$ cat src/rtl/pipeline_ctrl_pkg.sv
// Shared types and helpers for the pipeline hazard controller.
// Holds the FSM state enum, the register-zero constant and the control bundle.
package pipeline_ctrl_pkg;

    typedef enum logic {
        ST_RUN  = 1'b0,
        ST_MULT = 1'b1
    } hzd_state_e;

    localparam logic [4:0] REG_ZERO = 5'd0;

    typedef struct packed {
        logic pc_write;
        logic fd_write;
        logic fd_flush;
        logic de_bubble;
    } ctrl_bundle_t;

    // Register 0 is hard-wired to zero, so it can never carry a dependency.
    function automatic logic reg_match(input logic [4:0] src, input logic [4:0] dst);
        return (src == dst) && (dst != REG_ZERO);
    endfunction

endpackage

$ cat src/rtl/raw_hazard_cmp.sv
// Source/destination comparator for one producer stage, with register-0 masking.
// Flags a hit when a read source of the ID instruction matches a written destination.
module raw_hazard_cmp
    import pipeline_ctrl_pkg::*;
(
    input  logic [4:0] i_rs,
    input  logic [4:0] i_rt,
    input  logic       i_uses_rs,
    input  logic       i_uses_rt,
    input  logic [4:0] i_rd,
    input  logic       i_rd_write,
    output logic       o_hit
);

    logic w_rs_hit;
    logic w_rt_hit;

    assign w_rs_hit = i_uses_rs & reg_match(i_rs, i_rd);
    assign w_rt_hit = i_uses_rt & reg_match(i_rt, i_rd);
    assign o_hit    = i_rd_write & (w_rs_hit | w_rt_hit);

endmodule

$ cat src/rtl/pipeline_hazard_ctrl.sv
// Pipeline hazard controller: stall/flush/bubble sequencing for PC, IF/ID and ID/EX,
// plus a saturating stall counter. Define HZD_FORWARD_EN when a forwarding unit exists.
module pipeline_hazard_ctrl
    import pipeline_ctrl_pkg::*;
#(
    parameter int MULT_LAT = 4,
    parameter int CNT_W    = 16
)(
    input  logic             Clk,
    input  logic             Rst,
    input  logic [4:0]       IDRs,
    input  logic [4:0]       IDRt,
    input  logic             IDUsesRs,
    input  logic             IDUsesRt,
    input  logic             IDMultiCycle,
    input  logic [4:0]       EXRd,
    input  logic             EXRegWrite,
    input  logic             EXMemRead,
    input  logic [4:0]       MEMRd,
    input  logic             MEMRegWrite,
    input  logic             EXBranchTaken,
    output logic             PCWrite,
    output logic             FDWrite,
    output logic             FDFlush,
    output logic             DEBubble,
    output logic             Busy,
    output logic [CNT_W-1:0] StallCnt
);

    localparam logic [3:0]       MULT_REM_INIT = 4'(MULT_LAT - 1);
    localparam bit               MULT_EN       = (MULT_LAT > 1);
    localparam logic [CNT_W-1:0] CNT_MAX       = {CNT_W{1'b1}};

    hzd_state_e       r_state;
    hzd_state_e       w_next_state;
    logic [3:0]       r_rem;
    logic [3:0]       w_next_rem;
    logic [CNT_W-1:0] r_stall_cnt;
    ctrl_bundle_t     w_ctrl;
    logic             w_busy;
    logic             w_ex_hit;
    logic             w_load_use;
    logic             w_stall;

    raw_hazard_cmp u_cmp_ex (
        .i_rs       (IDRs),
        .i_rt       (IDRt),
        .i_uses_rs  (IDUsesRs),
        .i_uses_rt  (IDUsesRt),
        .i_rd       (EXRd),
        .i_rd_write (EXRegWrite),
        .o_hit      (w_ex_hit)
    );

    assign w_load_use = EXMemRead & w_ex_hit;

`ifdef HZD_FORWARD_EN
    logic w_unused_mem;
    assign w_unused_mem = ^{MEMRd, MEMRegWrite};
    assign w_stall      = w_load_use;
`else
    logic w_mem_hit;

    raw_hazard_cmp u_cmp_mem (
        .i_rs       (IDRs),
        .i_rt       (IDRt),
        .i_uses_rs  (IDUsesRs),
        .i_uses_rt  (IDUsesRt),
        .i_rd       (MEMRd),
        .i_rd_write (MEMRegWrite),
        .o_hit      (w_mem_hit)
    );

    // Without forwarding every RAW dependency stalls until the producer retires.
    assign w_stall = w_load_use | w_ex_hit | w_mem_hit;
`endif

    // State, remaining-cycle and stall counter registers.
    always_ff @(posedge Clk) begin
        if (Rst) begin
            r_state     <= ST_RUN;
            r_rem       <= 4'd0;
            r_stall_cnt <= '0;
        end else begin
            r_state <= w_next_state;
            r_rem   <= w_next_rem;
            if (!w_ctrl.fd_write && (r_stall_cnt != CNT_MAX)) begin
                r_stall_cnt <= r_stall_cnt + {{(CNT_W-1){1'b0}}, 1'b1};
            end else begin
                r_stall_cnt <= r_stall_cnt;
            end
        end
    end

    // Next-state and Mealy control outputs; reset forces a flushed, frozen front end.
    always_comb begin
        w_ctrl       = '{pc_write: 1'b0, fd_write: 1'b0, fd_flush: 1'b0, de_bubble: 1'b0};
        w_busy       = 1'b0;
        w_next_state = r_state;
        w_next_rem   = r_rem;
        if (Rst) begin
            w_ctrl       = '{pc_write: 1'b0, fd_write: 1'b0, fd_flush: 1'b1, de_bubble: 1'b1};
            w_next_state = ST_RUN;
            w_next_rem   = 4'd0;
        end else begin
            case (r_state)
                ST_RUN: begin
                    if (EXBranchTaken) begin
                        w_ctrl = '{pc_write: 1'b1, fd_write: 1'b1, fd_flush: 1'b1, de_bubble: 1'b1};
                    end else if (w_stall) begin
                        w_ctrl = '{pc_write: 1'b0, fd_write: 1'b0, fd_flush: 1'b0, de_bubble: 1'b1};
                    end else begin
                        w_ctrl = '{pc_write: 1'b1, fd_write: 1'b1, fd_flush: 1'b0, de_bubble: 1'b0};
                        if (IDMultiCycle && MULT_EN) begin
                            w_next_state = ST_MULT;
                            w_next_rem   = MULT_REM_INIT;
                        end else begin
                            w_next_state = ST_RUN;
                        end
                    end
                end
                ST_MULT: begin
                    // EX is occupied by the multi-cycle op, so a branch cannot resolve here.
                    w_ctrl = '{pc_write: 1'b0, fd_write: 1'b0, fd_flush: 1'b0, de_bubble: 1'b1};
                    w_busy = 1'b1;
                    if (r_rem <= 4'd1) begin
                        w_next_state = ST_RUN;
                        w_next_rem   = 4'd0;
                    end else begin
                        w_next_rem   = r_rem - 4'd1;
                    end
                end
                default: begin
                    w_next_state = ST_RUN;
                    w_next_rem   = 4'd0;
                end
            endcase
        end
    end

    assign PCWrite  = w_ctrl.pc_write;
    assign FDWrite  = w_ctrl.fd_write;
    assign FDFlush  = w_ctrl.fd_flush;
    assign DEBubble = w_ctrl.de_bubble;
    assign Busy     = w_busy;
    assign StallCnt = r_stall_cnt;

endmodule

$ cat config.mk
export PLATFORM = sky130hd
export DESIGN_NAME = pipeline_hazard_ctrl
export DESIGN_NICKNAME = d
export VERILOG_FILES = /design/src/rtl/pipeline_ctrl_pkg.sv /design/src/rtl/raw_hazard_cmp.sv /design/src/rtl/pipeline_hazard_ctrl.sv
export SDC_FILE = /design/constraint.sdc
export NUM_CORES = 1
export LEC_CHECK = 0
export ABC_AREA = 0
export CORE_UTILIZATION = 44
export DETAILED_ROUTE_END_ITERATION = 6
export PLACE_DENSITY = 0.77
export SLEW_MARGIN = 20
export SYNTH_ARGS = -nofsm -noshare
export SYNTH_HDL_FRONTEND = slang
export SYNTH_SLANG_ARGS = --single-unit
$ cat constraint.sdc
create_clock -name Clk -period 2.8 [get_ports Clk]
set_input_delay 0.56 -clock Clk [delete_from_list [all_inputs] [get_ports Clk]]
set_output_delay 0.56 -clock Clk [all_outputs]
set_load 0.005 [all_outputs]
==> Word level (Yosys, flattened, before mapping) <==
Cells that the tools add are included.
{ "totals": {"register_bits": 21, "inputBits": 29, "out_inout_bits": 21, "word_cells": 51} }
{ "classes": {"add_sub_neg": 2, "order_cmp": 1, "eq_ne": 8, "muxes": 16, "bitwise_logic": 12, "n_reduce_logical": 9} }
{ "op_table": {"columns": ["operator", "count"], "rows": [
  ["two-way mux 4 bit", 7],
  ["== test 5 bit", 4],
  ["adder 16 x 1 -> 16 bit (second input constant)", 1],
  ["inequality test 16 bit (second input constant)", 1],
  ["one-hot mux 4 bit (2 select lines)", 2],
  ["nonzero test 5 bit", 2],
  ["AND 1 bit", 7],
  ["two-way mux 1 bit", 6],
  ["inequality test 2 bit (second input constant)", 3],
  ["logical AND 1 bit", 5],
  ["<= comparator 4 x 1 -> 1 bit (second input constant)", 1],
  ["bitwise OR 1 bit", 4],
  ["subtractor 4 x 1 -> 4 bit (second input constant)", 1],
  ["AND reduction 3 bit", 1],
  ["one-hot mux 1 bit (2 select lines)", 1],
  ["zero test 1 bit", 1],
  ["NOT 1 bit", 1]
]} }

==> Depth between registers and ports, before layout <==
{ "depth": {"ltp_word": 14, "depth_mapped": 9, "mapped_depth_nobuf": 7} }

==> Cells and area by module <==
Synthesis repeated with hierarchy kept, for this count alone.
{ "hier_totals": {"cells_unflattened": 177, "hier_area_um2": 1536.5} }
{ "modules_own_cells": {"columns": ["mod", "n_inst", "cells_per_inst", "area_each_um2", "seq_area_each_um2"], "rows": [
  ["pipeline_hazard_ctrl", 1, 143, 1281.2, 420.4],
  ["raw_hazard_cmp", 2, 17, 127.6, 0.0]
]} }

==> Least setup slack after synthesis <==
Ideal clock, no wire load.
{ "synth_path": {"kind": "input-to-output", "from": "input port EXRd[1]", "to": "output port PCWrite", "arrival_ns": 1.773, "t_required_ns": 2.240, "path_slack_ns": 0.467, "stages": 5, "path_buffers": 1, "cell_sequence": "or4_1 > o21ai_1 > o22ai_2 > a21boi_0 > buf_4"} }
{ "synth_via": {"elab_chain_cells": 12, "word_cells_on_any_way": 16, "cone_classes": "eq/ne (2); mux (4); bitwise (7); reduce/logical (3)"} }
{ "synth_rtl": {"columns": ["item", "line_no", "rtl"], "rows": [
  ["start, declared", "pipeline_hazard_ctrl.sv:16", "input logic [4:0] EXRd,"],
  ["== test 5 bit or nonzero test 5 bit (tied branches)", "pipeline_ctrl_pkg.sv:21", "return (src == dst) && (dst != REG_ZERO);"],
  ["logical AND 1 bit", "pipeline_ctrl_pkg.sv:21", null],
  ["AND 1 bit, on equally long branches", "raw_hazard_cmp.sv:18, raw_hazard_cmp.sv:19", null],
  ["bitwise OR 1 bit (*)", "raw_hazard_cmp.sv:20", "assign o_hit = i_rd_write & (w_rs_hit | w_rt_hit);"],
  ["AND 1 bit (*)", "raw_hazard_cmp.sv:20", null],
  ["AND 1 bit", "pipeline_hazard_ctrl.sv:55", "assign w_load_use = EXMemRead & w_ex_hit;"],
  ["bitwise OR 1 bit (*) (2 in a row)", "pipeline_hazard_ctrl.sv:75", "assign w_stall = w_load_use | w_ex_hit | w_mem_hit;"],
  ["two-way mux 4 bit (*)", "pipeline_hazard_ctrl.sv:110", "end else if (w_stall) begin"],
  ["two-way mux 4 bit (*)", "pipeline_hazard_ctrl.sv:108", "if (EXBranchTaken) begin"],
  ["one-hot mux 4 bit (2 select lines) (*)", "pipeline_hazard_ctrl.sv:106", "case (r_state)"],
  ["two-way mux 4 bit (*)", "pipeline_hazard_ctrl.sv:101", "if (Rst) begin"],
  ["end, declared", "pipeline_hazard_ctrl.sv:22", "output logic PCWrite,"]
]} }
Every way passes the cells marked *; elsewhere a longest branch is shown, timed or not.

==> Final worst setup path <==
{ "layout_path": {"from": "input port IDRt[0]", "to": "output port FDWrite"} }
{ "layout_via": {"elab_chain_cells": 12, "word_cells_on_any_way": 17, "cone_classes": "eq/ne (2); mux (4); bitwise (9); reduce/logical (2)"} }
{ "layout_rtl": {"columns": ["item", "line_no", "rtl"], "rows": [
  ["start, declared", "pipeline_hazard_ctrl.sv:12", "input logic [4:0] IDRt,"],
  ["== test 5 bit", "pipeline_ctrl_pkg.sv:21", null],
  ["logical AND 1 bit", "pipeline_ctrl_pkg.sv:21", null],
  ["AND 1 bit", "raw_hazard_cmp.sv:19", "assign w_rt_hit = i_uses_rt & reg_match(i_rt, i_rd);"],
  ["bitwise OR 1 bit", "raw_hazard_cmp.sv:20", null],
  ["AND 1 bit", "raw_hazard_cmp.sv:20", null],
  ["AND 1 bit", "pipeline_hazard_ctrl.sv:55", null],
  ["bitwise OR 1 bit", "pipeline_hazard_ctrl.sv:75", null],
  ["bitwise OR 1 bit (*)", "pipeline_hazard_ctrl.sv:75", null],
  ["two-way mux 4 bit (*)", "pipeline_hazard_ctrl.sv:110", null],
  ["two-way mux 4 bit (*)", "pipeline_hazard_ctrl.sv:108", null],
  ["one-hot mux 4 bit (2 select lines) (*)", "pipeline_hazard_ctrl.sv:106", null],
  ["two-way mux 4 bit (*)", "pipeline_hazard_ctrl.sv:101", null],
  ["end, declared", "pipeline_hazard_ctrl.sv:23", "output logic FDWrite,"]
]} }
Marked as above.

==> out/results.txt <==
# diodes = 0
RSZ-0062 raised after global routing = no
Setup crit end kind = primary output
DP Cell Count = 258
CTS H-tree lvls = 1
Via density = 5.77
fin cells = 264
clock network power share = 22.4%
global-route met1 utilization = 29.5%
syn nets = 201
Synth Area per Inst = 7.91 sq um
Int Pwr = 0.472 mW
critical path data arrival time = 2090 ps
initial antenna violation count = 0
die width = 57.1 um
Initial Utilization = 47.3%
Chip Height = 57.1 um
met3 Usage GRT = 2.72%
CTS max path bufs = 2
PortBufs = 48
Leakage = 0.766 nW
Synth Register Bits = 21
drt drc = 2
sequential-to-total area share from yosys stat = 31.4%
f_max = 377 MHz
layout cell share with drive strength beyond 1 = 16.3%
# hold bufs at CTS = 0
Overflow after GRT = 0
final hold violation count = 0
Reg clk slew, reported paths = 130 ps
# setup viols final = 0
routing usage on met2 = 43.7%
Mapped Area = 1340 sq um
Combinational Power Share = 29.8%
P_sw = 0.205 mW
ys flop type = dfxtp_1
synth cell count leaders = 21 x dfxtp_1, 17 x xor2_1, 14 x a21oi_1, 14 x nor2_1, 11 x or3_1
Iter 0 DRT Violations = 75
Tightest Pin Transition = 335 ps
Hold Path Class = register to register
Finished Cell Area = 2040 sq um
sw frac = 30.2%
synth warn = 0
clk sinks = 21
DIE AREA = 3260 sq um
number of max-cap violations = 0
busiest layer in global routing = met2
core area = 2830 sq um
TritonCTS Buffers = 3
slew margin rel. = 77.5%
final worst-path cycle share = 94.7%
CP max stage delay = 530 ps
Layout area overhead = 52.5%
CP Data Required Time = 2240 ps
Clock Skew = 9.28 ps
routed wire length = 3740 um
maximum number of pins on one net before global-route repair = 24
GP Congestion = 0.829
synth top area cells = dfxtp_1 31%, xor2_1 11%, a21oi_1 5.2%
vias in the first global route = 1429
drt wl/cell = 14.2 um
most common cell in the netlist = dfxtp_1
Crit-path slowest cell = clkdlybuf4s50_1
Synth Instances = 169
Post-DP HPWL = 2880 um
Max VDD drop = 173 uV
Worst Setup Start Kind = input pin
Pwr Density = 332 nW/um^2
final antenna-violating net count = 0
row count = 19
Post-synth ARST share = 0%
failing checks = DRC
fin nets = 266
critical-path cell list = clkdlybuf4s50_1 -> xor2_1 -> nor4_1 -> a32oi_1 -> o22ai_2 -> buf_4 -> a21boi_2 -> clkbuf_2
All-Layer GR Usage = 24.3%
count of cell types in the netlist = 37
Setup CP Type = input pin to primary output
CP max FO = 2
largest area contributor in the netlist = dfxtp_1
root buffer cell = clkbuf_4
I/O pins = 50
status = finished with violations
CTS tree = yes
DRT Pass-1 Iters = 6
post-synth top area share = 31.4%
Worst-Skew Late Latency = 310 ps
first-pass GRT wire length = 6270 um
share of power burned in registers = 47.8%
Post-synth EDFFs = 0
Final min period = 2650 ps
placed inst area = 1970 sq um
Final Slew Violations = 0
routed vias = 1523
## critical path: cells and delay by family
kind,cells,cell delay [ps]
buffers and inverters,3,810
AO/OA/AOI/OAI,3,420
XOR/XNOR,1,220
AND/OR/NAND/NOR,1,70
## placed cells by master (no fill, tap or decap), types with 3 or more instances in the layout
cell	Yosys	final
clkdlybuf4s50_1	0	29
ha_1	3	3
clkbuf_4	0	3
o21ai_0	4	4
nor2_1	14	13
nand4_1	6	6
dlymetal6s2s_1	0	3
dfxtp_1	21	21
clkbuf_2	0	3
buf_4	1	16
nor3_1	4	4
dlygate4sd2_1	0	13
inv_1	7	7
o31ai_1	3	3
nand3_1	7	7
a21oi_1	14	13
nand2_1	7	7
or4_1	5	3
or3_1	11	11
xor2_1	17	15
o21ai_1	10	9
xnor2_1	4	4
## what timing repair did
item | CTS | global route
gates resized for setup | 23 | 13
buffers inserted | 2 | 0
pin swaps | 10 | 6
setup endpoints to repair | 3 | 7
## path summary, 6_finish.rpt
path	start	to	slack, ps	depth (start not counted)
worst max-delay path	IDRt[0]	FDWrite	150	8
worst min-delay path	StallCnt[13]	StallCnt[13]	520	2
worst max register to register	StallCnt[6]	StallCnt[1]	690	9
worst min register to register	StallCnt[13]	StallCnt[13]	520	2
## cell type report
| cell class | instances | area (sq um) |
|---|---|---|
| clock buffer | 3 | 22.5 |
| clock inverter | 1 | 5.00 |
| fill | 226 | 790 |
| inverter | 7 | 26.3 |
| multi-input combinational | 135 | 910 |
| sequential | 21 | 420 |
| tap | 31 | 38.8 |
| timing repair buffer | 66 | 617 |
## sequential cells by signal (all words and copies together), names as in the netlist
register / flops
r_state: 1
StallCnt: 16
r_rem: 4
## metrics by stage
| step | total power, mW | hold WS (ps) | setup slack [ps] | TNS (ps) | util, % |
|---|---|---|---|---|---|
| 5_1_grt | 0.713 | 546 | 38.8 | 0 | 72.1 |
| 3_5_place_dp | 0.533 | 499 | -437 | -2220 | 69.7 |
| 3_3_place_gp | 0.523 | 492 | -401 | -1640 | 69.7 |
| 6_report | 0.677 | 523 | 149 | 0 | 72.1 |
| 2_1_floorplan | 0.417 | 479 | 467 | 0 | - |
| 4_1_cts | 0.675 | 519 | 1.12 | 0 | 71.4 |
## per-layer routing
layer	vias up	wire length, um
met1	715	1570
met2	58	1930
li1	744	-
met3	6	189
met4	0	53
met5	-	0
## power by group through the flow
stage          sequential [mW]  clock (mW)  combinational (mW)
2_1_floorplan            0.328           0              0.0893
3_3_place_gp             0.330           0               0.193
3_5_place_dp             0.331           0               0.202
4_1_cts                  0.324       0.151               0.200
5_1_grt                  0.327       0.167               0.220
6_report                 0.324       0.152               0.202
## logic make-up after synthesis
logic type	after synthesis	share of synthesized area, %
compound gates	42	19.0
xor+xnor	21	13.8
buf+inv	13	4.21
simple gates	67	27.3
flops	21	31.4
mux	2	1.50
fa+ha+maj	3	2.81
No activity file was read; power rests on OpenSTA's default activity.
